[src/rtl/controle_divisao.sv]
// Multi-cycle Goldschmidt divider sequencer that time-shares one WIDTH x WIDTH multiplier.
// Define GSD_ARREDONDA_EN to round half up on every product slice instead of truncating.
module controle_divisao #(
   parameter int WIDTH      = 20,
   parameter int FRAC       = 12,
   parameter int ITER       = 5,
   parameter int SHIFT_INIT = 7
) (
   input  logic             clk,
   input  logic             rst,
   input  logic             inicio,
   output logic             pronto,
   input  logic [WIDTH-1:0] dividendo,
   input  logic [WIDTH-1:0] divisor,
   input  logic [WIDTH-1:0] fator_inicial,
   output logic [WIDTH-1:0] quociente,
   output logic             valido,
   input  logic             aceita,
   output logic             ocupado,
   output logic             erro_div0,
   output logic [1:0]       dbg_estado
);

   localparam int CW = $clog2(ITER) + 1;
   localparam logic [WIDTH-1:0]   TWO     = WIDTH'(1) << (FRAC + 1);
   localparam logic [CW-1:0]      CNT_ULT = CW'(ITER - 1);
`ifdef GSD_ARREDONDA_EN
   localparam logic [2*WIDTH-1:0] ARRED   = (2*WIDTH)'(1) << (FRAC - 1);
`else
   localparam logic [2*WIDTH-1:0] ARRED   = '0;
`endif

   typedef enum logic [1:0] {
      OCIOSO = 2'd0,
      MUL_N  = 2'd1,
      MUL_D  = 2'd2,
      FIM    = 2'd3
   } estado_t;

   estado_t          r_estado, w_estado_nxt;
   logic [WIDTH-1:0] r_n, r_d, r_f, r_quoc;
   logic [WIDTH-1:0] w_n_nxt, w_d_nxt, w_f_nxt, w_quoc_nxt;
   logic [CW-1:0]    r_cnt, w_cnt_nxt;
   logic             r_valido, w_valido_nxt;
   logic             r_erro, w_erro_nxt;

   // Single shared multiplier: F times N in MUL_N, F times D otherwise.
   logic [WIDTH-1:0]   w_op;
   logic [2*WIDTH-1:0] w_prod, w_prod_aj;
   logic [WIDTH-1:0]   w_slice;
   logic [WIDTH-1:0]   w_f_inicial;
   logic               w_unused_bits;

   assign w_op          = (r_estado == MUL_N) ? r_n : r_d;
   assign w_prod        = {{WIDTH{1'b0}}, r_f} * {{WIDTH{1'b0}}, w_op};
   assign w_prod_aj     = w_prod + ARRED;
   assign w_slice       = w_prod_aj[WIDTH+FRAC-1:FRAC];
   assign w_unused_bits = ^{w_prod_aj[2*WIDTH-1:WIDTH+FRAC], w_prod_aj[FRAC-1:0]};
   assign w_f_inicial   = (fator_inicial != '0) ? fator_inicial : (divisor >> SHIFT_INIT);

   always_ff @(posedge clk) begin
      if (rst) begin
         r_estado <= OCIOSO;
         r_n      <= '0;
         r_d      <= '0;
         r_f      <= '0;
         r_cnt    <= '0;
         r_quoc   <= '0;
         r_valido <= 1'b0;
         r_erro   <= 1'b0;
      end else begin
         r_estado <= w_estado_nxt;
         r_n      <= w_n_nxt;
         r_d      <= w_d_nxt;
         r_f      <= w_f_nxt;
         r_cnt    <= w_cnt_nxt;
         r_quoc   <= w_quoc_nxt;
         r_valido <= w_valido_nxt;
         r_erro   <= w_erro_nxt;
      end
   end

   // Handshakes: a request is taken on an edge with inicio && pronto; a result
   // is held while valido && !aceita and retired on an edge with valido && aceita.
   always_comb begin
      w_estado_nxt = r_estado;
      w_n_nxt      = r_n;
      w_d_nxt      = r_d;
      w_f_nxt      = r_f;
      w_cnt_nxt    = r_cnt;
      w_quoc_nxt   = r_quoc;
      w_valido_nxt = r_valido;
      w_erro_nxt   = r_erro;
      case (r_estado)
         OCIOSO: begin
            if (inicio) begin
               if (divisor != '0) begin
                  w_n_nxt      = dividendo;
                  w_d_nxt      = divisor;
                  w_f_nxt      = w_f_inicial;
                  w_cnt_nxt    = '0;
                  w_estado_nxt = MUL_N;
               end else begin
                  w_quoc_nxt   = '1;
                  w_erro_nxt   = 1'b1;
                  w_valido_nxt = 1'b1;
                  w_estado_nxt = FIM;
               end
            end
         end
         MUL_N: begin
            w_n_nxt      = w_slice;
            w_estado_nxt = MUL_D;
         end
         MUL_D: begin
            // F = 2 - D wraps modulo 2^WIDTH, matching the unsaturated slice.
            w_d_nxt = w_slice;
            w_f_nxt = TWO - w_slice;
            if (r_cnt == CNT_ULT) begin
               w_quoc_nxt   = r_n;
               w_valido_nxt = 1'b1;
               w_erro_nxt   = 1'b0;
               w_estado_nxt = FIM;
            end else begin
               w_cnt_nxt    = r_cnt + CW'(1);
               w_estado_nxt = MUL_N;
            end
         end
         FIM: begin
            if (aceita) begin
               w_valido_nxt = 1'b0;
               w_estado_nxt = OCIOSO;
            end
         end
         default: w_estado_nxt = OCIOSO;
      endcase
   end

   assign pronto     = (r_estado == OCIOSO);
   assign ocupado    = (r_estado == MUL_N) || (r_estado == MUL_D);
   assign quociente  = r_quoc;
   assign valido     = r_valido;
   assign erro_div0  = r_erro;
   assign dbg_estado = r_estado;

endmodule

[config.mk]
export PLATFORM = sky130hd
export DESIGN_NAME = controle_divisao
export DESIGN_NICKNAME = d
export VERILOG_FILES = /design/src/rtl/controle_divisao.sv
export SDC_FILE = /design/constraint.sdc
export NUM_CORES = 1
export LEC_CHECK = 0
export BUFFER_PORTS_ARGS = -buffer_cell sky130_fd_sc_hd__buf_2
export CORE_MARGIN = 2
export CORE_UTILIZATION = 40
export DETAILED_ROUTE_END_ITERATION = 8
export SYNTH_ARGS = -nofsm -noshare
export SYNTH_HDL_FRONTEND = slang
export SYNTH_SLANG_ARGS = --single-unit
[constraint.sdc]
create_clock -name clk -period 25.5 [get_ports clk]
set_input_delay 1.275 -clock clk [delete_from_list [all_inputs] [get_ports clk]]
set_output_delay 1.275 -clock clk [all_outputs]
set_load 0.02 [all_outputs]
* Word-level counts from Yosys, hierarchy flattened
Index checks and enable logic that the tools add are counted.
** Word-level totals
- Input port bits :: 64
- Output and inout bits :: 26
- Register bits :: 88
- Latch bits :: 0
- Bits in writable memories :: 0
- Bits in read-only memories :: 0
- Memories kept :: 0
- Logic and storage cells :: 65
** Operators by class
- $mul :: 1
- Mux-type cells :: 31
- Divide/modulo/power cells :: 0
- Reductions and logical operators :: 13
- Shift-type cells :: 0
- Add/subtract/negate cells :: 2
- Bitwise operators :: 0
- Eq/ne operators :: 10
- Magnitude comparators :: 0
** Operators by type and width (count)
- two-way mux 20 bit :: 11
- one-hot mux 20 bit (2 select lines) :: 4
- nonzero test 20 bit :: 2
- multiplier 20 x 20 -> 32 bit :: 1
- subtractor 14 x 20 -> 20 bit, first input constant :: 1
- two-way mux 4 bit :: 3
- != test 2 bit, second input constant :: 5
- two-way mux 2 bit :: 4
- one-hot mux 2 bit (4 select lines) :: 1
- one-hot mux 4 bit (2 select lines) :: 1
- AND reduction 4 bit :: 2
- AND reduction 3 bit :: 2
- two-way mux 1 bit :: 5
- AND reduction 5 bit :: 1
- adder 4 x 1 -> 4 bit, second input constant :: 1
- equality test 2 bit, second input constant :: 2
- equality test 4 x 3 -> 1 bit, second input constant :: 1
- nonzero test 2 bit :: 2
- one-hot mux 1 bit (3 select lines) :: 1
- nonzero test 3 bit :: 1
- equality test 2 x 1 -> 1 bit, second input constant :: 1
- logical NOT 2 bit :: 1
- != test 2 x 1 -> 1 bit, second input constant :: 1
- one-hot mux 1 bit (2 select lines) :: 1
- other kinds (2) :: 2

* Logic depth before layout (Yosys ltp)
Gate-level depths: netlist of run 1.
- Depth after elaboration :: 5
- Gate-level depth with buffers :: 34
- Depth with buffers taken out :: 30

* Worst setup path before layout of run 1
Ideal clock, no wire load.
- Path kind :: reg2reg
- Start point :: register r_estado[0], in the netlist dbg_estado[0]
- End point :: register r_f[18]
- Required time :: 25417 ps
- Arrival :: 8358 ps
- Clock period less this slack :: 8441 ps
- Stages on the path, launching flop included :: 31
- Slack :: 17059 ps
- Buffers on the path :: 5
- Setup time :: 83 ps
- Path through :: dfxtp_1 ha_1 buf_6 clkbuf_1 clkbuf_1 mux2i_1 clkbuf_1 nor2b_1 fa_1 fa_1 inv_1 fa_1 inv_1 fa_1 fa_1 fa_1 inv_1 fa_1 inv_1 ha_1 clkbuf_1 a21oi_1 o211ai_1 and3b_1 o21ai_1 a21oi_1 o2111a_1 or4_1 and2_0 a311o_1 o221ai_1
** Between the ends
- Longest elaborated chain between the ends :: 5
- Elaborated cells between the ends (all ways) :: 11
- Classes of those cells :: add/sub: 1; mul: 1; eq/ne: 4; mux: 2; reduce/logical: 3
** Ends and longest elaborated chain
- start: declaration :: RTL line 40 : estado_t r_estado, w_estado_nxt;
- start signal: assignment :: RTL line 72 : r_estado <= w_estado_nxt;
- equality test 2 x 1 -> 1 bit :: RTL line 54 : assign w_op = (r_estado == MUL_N) ? r_n : r_d;
- two-way mux 20 bit :: RTL line 54
- multiplier 20 x 20 -> 32 bit :: RTL line 55 : assign w_prod = {{WIDTH{1'b0}}, r_f} * {{WIDTH{1'b0}}, w_op};
- subtractor 14 x 20 -> 20 bit :: RTL line 118 : w_f_nxt = TWO - w_slice;
- one-hot mux 20 bit (2 select lines) :: RTL line 94 : case (r_estado)
- end signal: assignment :: RTL line 75 : r_f <= w_f_nxt;
- end: declaration :: RTL line 41 : logic [WIDTH-1:0] r_n, r_d, r_f, r_quoc;
Parallel ways exist; a longest one is shown, timed or not.
A chain may end at the register's enable or synchronous reset.

* Final worst setup path of run 1
- Start point :: register r_estado[1], in the netlist dbg_estado[1]
- End point :: register r_f[18]
Same word-level chain as after synthesis.

==> results.sh, run 1 <==
export IMPL_outcome="finished, final reports clean"
export IMPL_die_width_um=208.3
export IMPL_crit_path_max_fanout=29
export IMPL_worst_hold_path_type="reg -> reg"
export IMPL_rsz0062_at_grt="no"
export IMPL_cts_resized_gates=0
export IMPL_cts_buffers=9
export IMPL_ys_seq_area_share_pct=10.55
export IMPL_via_count_of_the_first_global_routing_pass=14593
export IMPL_first_pass_grt_wire_length_mm=78.39
export IMPL_synth_most_common_cell="inv_1"
export IMPL_layout_cells_non_filler=2519
export IMPL_ys_top_cells_by_count="inv_1 (351), fa_1 (293), nand2_1 (234)"
export IMPL_globalRouteMet3Util_pct=2.098
export IMPL_clock_tree_from_tritoncts="done"
export IMPL_row_count=74
export IMPL_cts_htree_levels=3
export IMPL_final_min_clock_period_ns=9.182
export IMPL_area_growth_pct=6.872
export IMPL_finish_net_count=2452
export IMPL_fmaxAchievable_mhz=108.9
export IMPL_dp_hpwl_mm=37.48
export IMPL_die_h_um=208.3
export IMPL_cp_data_required_time_ns=25.75
export IMPL_final_setup_violation_count=0
export IMPL_synth_simple_area_share_pct=19.84
export IMPL_port_buffers=89
export IMPL_core_um2=41020
export IMPL_synth_ff_type="dfxtp_1"
export IMPL_ctsHoldBuffers=0
export IMPL_postRouteWirelength_mm=47.57
export IMPL_cts_root_buffer="clkbuf_16"
export IMPL_most_utilized_layer_in_the_global_route_result="met2"
export IMPL_grt_remaining_overflow=0
export IMPL_min_period_over_period_pct=36.01
export IMPL_timing_setup_critical_path_class="reg -> reg"
export IMPL_slew_headroom_pct=8.270
export IMPL_final_util_pct=43.50
export IMPL_detail_route_first_pass_iterations=5
export IMPL_synth_area_top_cells="fa_1 (35%), dfxtp_1 (11%), ha_1 (8.4%)"
export IMPL_synth_compound_area_share_pct=10.92
export IMPL_mappedNetlistNets=2447
export IMPL_grtUsageMet1_pct=30.49
export IMPL_yosysWarningCount=0
export IMPL_wl_per_cell_um=18.88
export IMPL_dp_cells=2504
export IMPL_initial_utilization_pct=40.70
export IMPL_tritoncts_num_sinks=88
export IMPL_post_route_drc_count=0
export IMPL_synthAdderAreaFrac_pct=43.53
export IMPL_grt_usage_pct=22.64
export IMPL_gp_congestion=0.8895
export IMPL_slew_violations=0
export IMPL_clock_skew_final_ns=0.008474
export IMPL_yosys_area_top_type="fa_1"
export IMPL_die_area_um2=43390
export IMPL_hold_viol_final=0
export IMPL_setup_tns_ns=0
export IMPL_io_pin_count=90
export IMPL_synthesis_instances=1978
export IMPL_ys_seq_elements=88
export IMPL_synth_avg_cell_area_um2=8.440
export IMPL_clkTransAtPathRegs_ns=0.06
export IMPL_drv_max_cap_violation_count=0
export IMPL_antenna_diode_count=0
export IMPL_synth_top_family_by_area="adder cells"
export IMPL_worst_skew_pair_late_latency_ns=0.34
export IMPL_synth_top_cell_area_share_pct=35.13
export IMPL_clk_path_buf_depth=2
export IMPL_grt_util_met2_pct=39.38
export IMPL_via_per_inst=5.416
export IMPL_worstSetupStartpointType="flip-flop"
export IMPL_drt_iter0_drc=859
export IMPL_synth_xor_area_share_pct=1.986
export IMPL_cp_end_kind="flip-flop"
export IMPL_grt_antenna_before_repair=0
export IMPL_cp_arrival_ns=9.43
export IMPL_post_synthesis_cell_area_um2=16690
export IMPL_muxShareOfSynthArea_pct=2.488
export IMPL_grt_start_max_net_pins=55
export IMPL_synth_async_sr_flop_share_pct=0
export IMPL_post_synth_num_cell_types=79
export IMPL_total_number_of_vias=13644
export IMPL_timing_worst_slew_pin_value_ns=1.367
export IMPL_antenna_violating_nets_post_route=0
export IMPL_final_layout_size_suffix_gt1_share_pct=8.707
export IMPL_synth_edf_count=0
export IMPL_cts_setup_buffers=0
[cell families after synthesis]
logic type / count (synthesis)
AO/OA/AOI/OAI: 271
XOR/XNOR: 37
adder cells (fa/ha/maj): 405
buffers and inverters: 473
flip-flops: 88
multiplexers: 39
AND/OR/NAND/NOR: 665
[state kept, by name, summed over array words and instances (netlist names)]
register and cells:
quociente 20, r_d 20, r_f 20, r_n 20
r_cnt 4, dbg_estado 2, erro_div0 1, valido 1
[critical path, stage by stage (launching register included)]
cell and delay [ns]:
dfxtp_1 0.36, inv_1 0.10, ha_2 0.51, buf_4 0.46
mux2_2 0.56, and2_1 0.26, fa_1 0.54, inv_1 0.05
fa_1 0.45, fa_1 0.51, inv_1 0.05, fa_1 0.55
fa_1 0.43, fa_1 0.51, inv_1 0.06, fa_1 0.48
inv_1 0.04, ha_1 0.38, a21oi_1 0.32, o21ai_0 0.18
a221oi_1 0.54, a21oi_1 0.23, o2111a_1 0.33, or4_1 0.50
and2_0 0.25, a311o_1 0.34, o221ai_1 0.08
[cell usage in the layout, fill, tap and decap left out, drive strengths merged, types with 11 or more instances in the layout]
| master | n |
|---|---|
| nand3 | 18 |
| o211ai | 14 |
| buf | 115 |
| and2 | 136 |
| xnor2 | 24 |
| clkbuf | 11 |
| nor3 | 31 |
| mux2 | 17 |
| nor2b | 53 |
| nand2 | 234 |
| xor2 | 13 |
| a21oi | 71 |
| a221oi | 11 |
| nor4 | 12 |
| mux2i | 22 |
| dfxtp | 88 |
| o21ai | 63 |
| inv | 353 |
| fa | 293 |
| a211oi | 39 |
| nor2 | 111 |
| ha | 112 |
| or4 | 23 |
[area by class of cell]
cell class | count | area (µm²)
tap | 532 | 665.6
sequential | 88 | 1762
inverter | 352 | 1321
fill | 4074 | 23170
timing repair buffer | 115 | 640.6
clock buffer | 11 | 242.7
multi-input combinational | 1417 | 13180
clock inverter | 4 | 28.78
[final timing paths]
kind / startpoint / to / slack [ns] / cells after the start
setup / recovery: dbg_estado[1] / r_f[18] / 16.32 / 26
hold / removal: r_d[19] / r_d[19] / 0.47 / 2
setup reg to reg: dbg_estado[1] / r_f[18] / 16.32 / 26
hold reg to reg: r_d[19] / r_d[19] / 0.47 / 2
[stage by stage]
step / cell area (µm²) / worst slack [ns] / hold slack (ns)
floorplan: 16690 / 17.06 / 0.4338
global placement: 17570 / 16.56 / 0.4478
detailed placement: 17570 / 16.42 / 0.4566
CTS: 17840 / 16.36 / 0.4651
global route: 17840 / 15.94 / 0.4855
finish: 17840 / 16.32 / 0.4689
[routing by layer]
metal	part of all wire (%)	vias to the layer above
met5	0	-
met1	44	6884
met4	2.2	0
met3	5.2	62
li1	-	6249
met2	49	449
Power of run 1 is left out: the tool's default activity adds up to more than one toggle a clock period on the data nets, which glitch-free logic cannot reach.
==> inputs of run 2 (changes only) <==
- ABC_AREA: not set -> 1
- clock period: 25.5 -> 8.8 ns (I/O delays scaled with it)
==> run 2 against run 1 <==
Compared with the run above:
- flip-flop and latch count unchanged
- routed wire length grew 19%
- register-to-register slack got worse by 16 ns
- fmax up 12%
- setup slack lost 16 ns
- first-iteration DRC count grew 49%
- cell count is 14% higher
- core utilization rose by 0.27 points
- via count up 9.9%
- die area is 0.77% higher
- count of clock-buffer cells in the layout is the same
==> results.sh, run 2 <==
export IMPL_ys_seq_area_share_pct=10.47
export IMPL_via_count_of_the_first_global_routing_pass=15308
export IMPL_clk_path_buf_depth=2
export IMPL_clkTransAtPathRegs_ns=0.06
export IMPL_min_period_over_period_pct=93.51
export IMPL_final_min_clock_period_ns=8.229
export IMPL_antenna_diode_count=0
export IMPL_clock_tree_from_tritoncts="done"
export IMPL_slew_violations=0
export IMPL_initial_utilization_pct=40.29
export IMPL_timing_worst_slew_pin_value_ns=1.021
export IMPL_post_route_drc_count=0
export IMPL_grt_antenna_before_repair=1
export IMPL_area_growth_pct=8.633
export IMPL_row_count=75
export IMPL_post_synthesis_cell_area_um2=16830
export IMPL_synth_most_common_cell="inv_1"
export IMPL_fmaxAchievable_mhz=121.5
export IMPL_tritoncts_num_sinks=88
export IMPL_first_pass_grt_wire_length_mm=87.98
export IMPL_ys_seq_elements=88
export IMPL_cp_end_kind="flip-flop"
export IMPL_cts_resized_gates=0
export IMPL_outcome="finished, final reports clean"
export IMPL_die_h_um=209.1
export IMPL_ctsHoldBuffers=0
export IMPL_wl_per_cell_um=19.58
export IMPL_timing_critical_path_slowest_cell_delay_ns=0.56
export IMPL_core_um2=41760
export IMPL_postRouteWirelength_mm=56.38
export IMPL_most_common_layout_cells="inv_1 (533), nand2_1 (461), fa_1 (293)"
export IMPL_ys_top_cells_by_count="inv_1 (534), nand2_1 (461), fa_1 (293)"
export IMPL_synth_xor_area_share_pct=1.398
export IMPL_setup_tns_ns=0
export IMPL_yosys_area_top_type="fa_1"
export IMPL_cts_buffers=9
export IMPL_mappedNetlistNets=2741
export IMPL_die_width_um=209.1
export IMPL_drv_max_cap_violation_count=0
export IMPL_synth_compound_area_share_pct=8.648
export IMPL_worst_skew_pair_late_latency_ns=0.35
export IMPL_synth_simple_area_share_pct=21.79
export IMPL_synth_avg_cell_area_um2=7.406
export IMPL_critical_path_slowest_cell="o21ai_0"
export IMPL_antenna_violating_nets_post_route=0
export IMPL_via_per_inst=5.205
export IMPL_worst_hold_path_type="in -> reg"
export IMPL_finish_net_count=2806
export IMPL_total_number_of_vias=14990
export IMPL_synth_ff_type="dfxtp_1"
export IMPL_mostFrequentLayoutCell="inv_1"
export IMPL_yosysWarningCount=0
export IMPL_dp_hpwl_mm=45.79
export IMPL_gp_congestion=0.9497
export IMPL_detail_route_first_pass_iterations=5
export IMPL_cts_setup_buffers=0
export IMPL_cp_arrival_ns=8.48
export IMPL_synthAdderAreaFrac_pct=43.19
export IMPL_cp_data_required_time_ns=9.05
export IMPL_synth_top_cell_area_share_pct=34.86
export IMPL_cpMostUsedCell="inv_1"
export IMPL_clock_skew_final_ns=0.007695
export IMPL_final_setup_violation_count=0
export IMPL_final_layout_size_suffix_gt1_share_pct=9.782
export IMPL_grt_start_max_net_pins=77
export IMPL_synth_area_top_cells="fa_1 (35%), inv_1 (12%), dfxtp_1 (10%)"
export IMPL_slew_headroom_pct=31.85
export IMPL_die_area_um2=43720
export IMPL_rsz0062_at_grt="no"
export IMPL_synth_edf_count=0
export IMPL_synth_top_family_by_area="adder cells"
export IMPL_filler_cell_count=4314
export IMPL_cts_htree_levels=3
export IMPL_muxShareOfSynthArea_pct=0
export IMPL_synthesis_instances=2272
export IMPL_cts_root_buffer="clkbuf_16"
export IMPL_grt_remaining_overflow=0
export IMPL_grt_usage_pct=26.42
export IMPL_timing_setup_critical_path_class="reg -> reg"
export IMPL_worstSetupStartpointType="flip-flop"
export IMPL_port_buffers=89
export IMPL_crit_path_max_fanout=25
export IMPL_post_synth_num_cell_types=51
export IMPL_synth_async_sr_flop_share_pct=0
export IMPL_hold_viol_final=0
export IMPL_drt_iter0_drc=1281
export IMPL_io_pin_count=90
-- run 2: changes by cell type after synthesis, sizes merged, moves of 22 or more --
| cell | previous run | this run |
|---|---|---|
| nand3 | 18 | 58 |
| nand2 | 234 | 493 |
| inv | 352 | 548 |
| clkbuf | 112 | 69 |
| nor2 | 111 | 282 |
| mux2i | 22 | 0 |
| a211oi | 39 | 4 |
| a21oi | 71 | 102 |
| nor2b | 53 | 0 |
| or4 | 23 | 0 |
| and2 | 136 | 1 |
-- run 2: final timing paths --
kind / endpoint / depth (start not counted) / slack [ns] / from
hold / removal: r_n[0] / 3 / 0.39 / dividendo[0]
setup / recovery: r_f[16] / 39 / 0.57 / dbg_estado[1]
setup reg to reg: r_f[16] / 39 / 0.57 / dbg_estado[1]
hold reg to reg: valido / 2 / 0.46 / valido
-- run 2: cell type report --
type,instances,area [µm²],area share [%]
Tap cell,539,674.4,3.690
Multi-Input combinational cell,1541,12630,69.07
Clock buffer,11,242.7,1.328
Inverter,560,2102,11.50
Sequential cell,88,1762,9.638
Clock inverter,4,53.80,0.2943
Timing Repair Buffer,137,818.3,4.477
-- run 2: worst max-delay path: cells and delay by family, from the launching register on --
family          cells  cell delay, ns
xor+xnor            1            0.15
compound gates      2            0.66
flops               1            0.39
simple gates       14            1.65
fa+ha+maj          10            4.30
buf+inv            12            0.97
-- run 2: kinds of logic after synthesis --
logic type	after synthesis
adders and majority gates	405
and+or+nand+nor	878
AOI/OAI and AO/OA	238
xor gates and xnor gates	20
DFF	88
buffers and inverters	643
-- run 2: stage by stage --
| step | setup slack, ns | instances | hold WS (ns) | util [%] | area (µm²) |
|---|---|---|---|---|---|
| floorplan | 0.9472 | 2272 | 0.4422 | - | 16830 |
| global placement | 0.7339 | 2865 | 0.4368 | 43.06 | 17980 |
| detailed placement | 0.5997 | 2865 | 0.4473 | 43.06 | 17980 |
| CTS | 0.5562 | 2880 | 0.3771 | 43.77 | 18280 |
| global route | 0.01577 | 2880 | 0.4108 | 43.77 | 18280 |
| finish | 0.5708 | 2880 | 0.3875 | 43.77 | 18280 |
-- run 2: per-layer routing --
layer | vias to the layer above | share of wire [%] | GRT usage, %
met5 | - | 0.023 | 0
met4 | 2 | 4.3 | 10.37
met3 | 126 | 8.4 | 4.298
met2 | 683 | 44 | 41.49
met1 | 7288 | 43 | 36.56
li1 | 6891 | - | -
Power of run 2 is left out for the same reason.
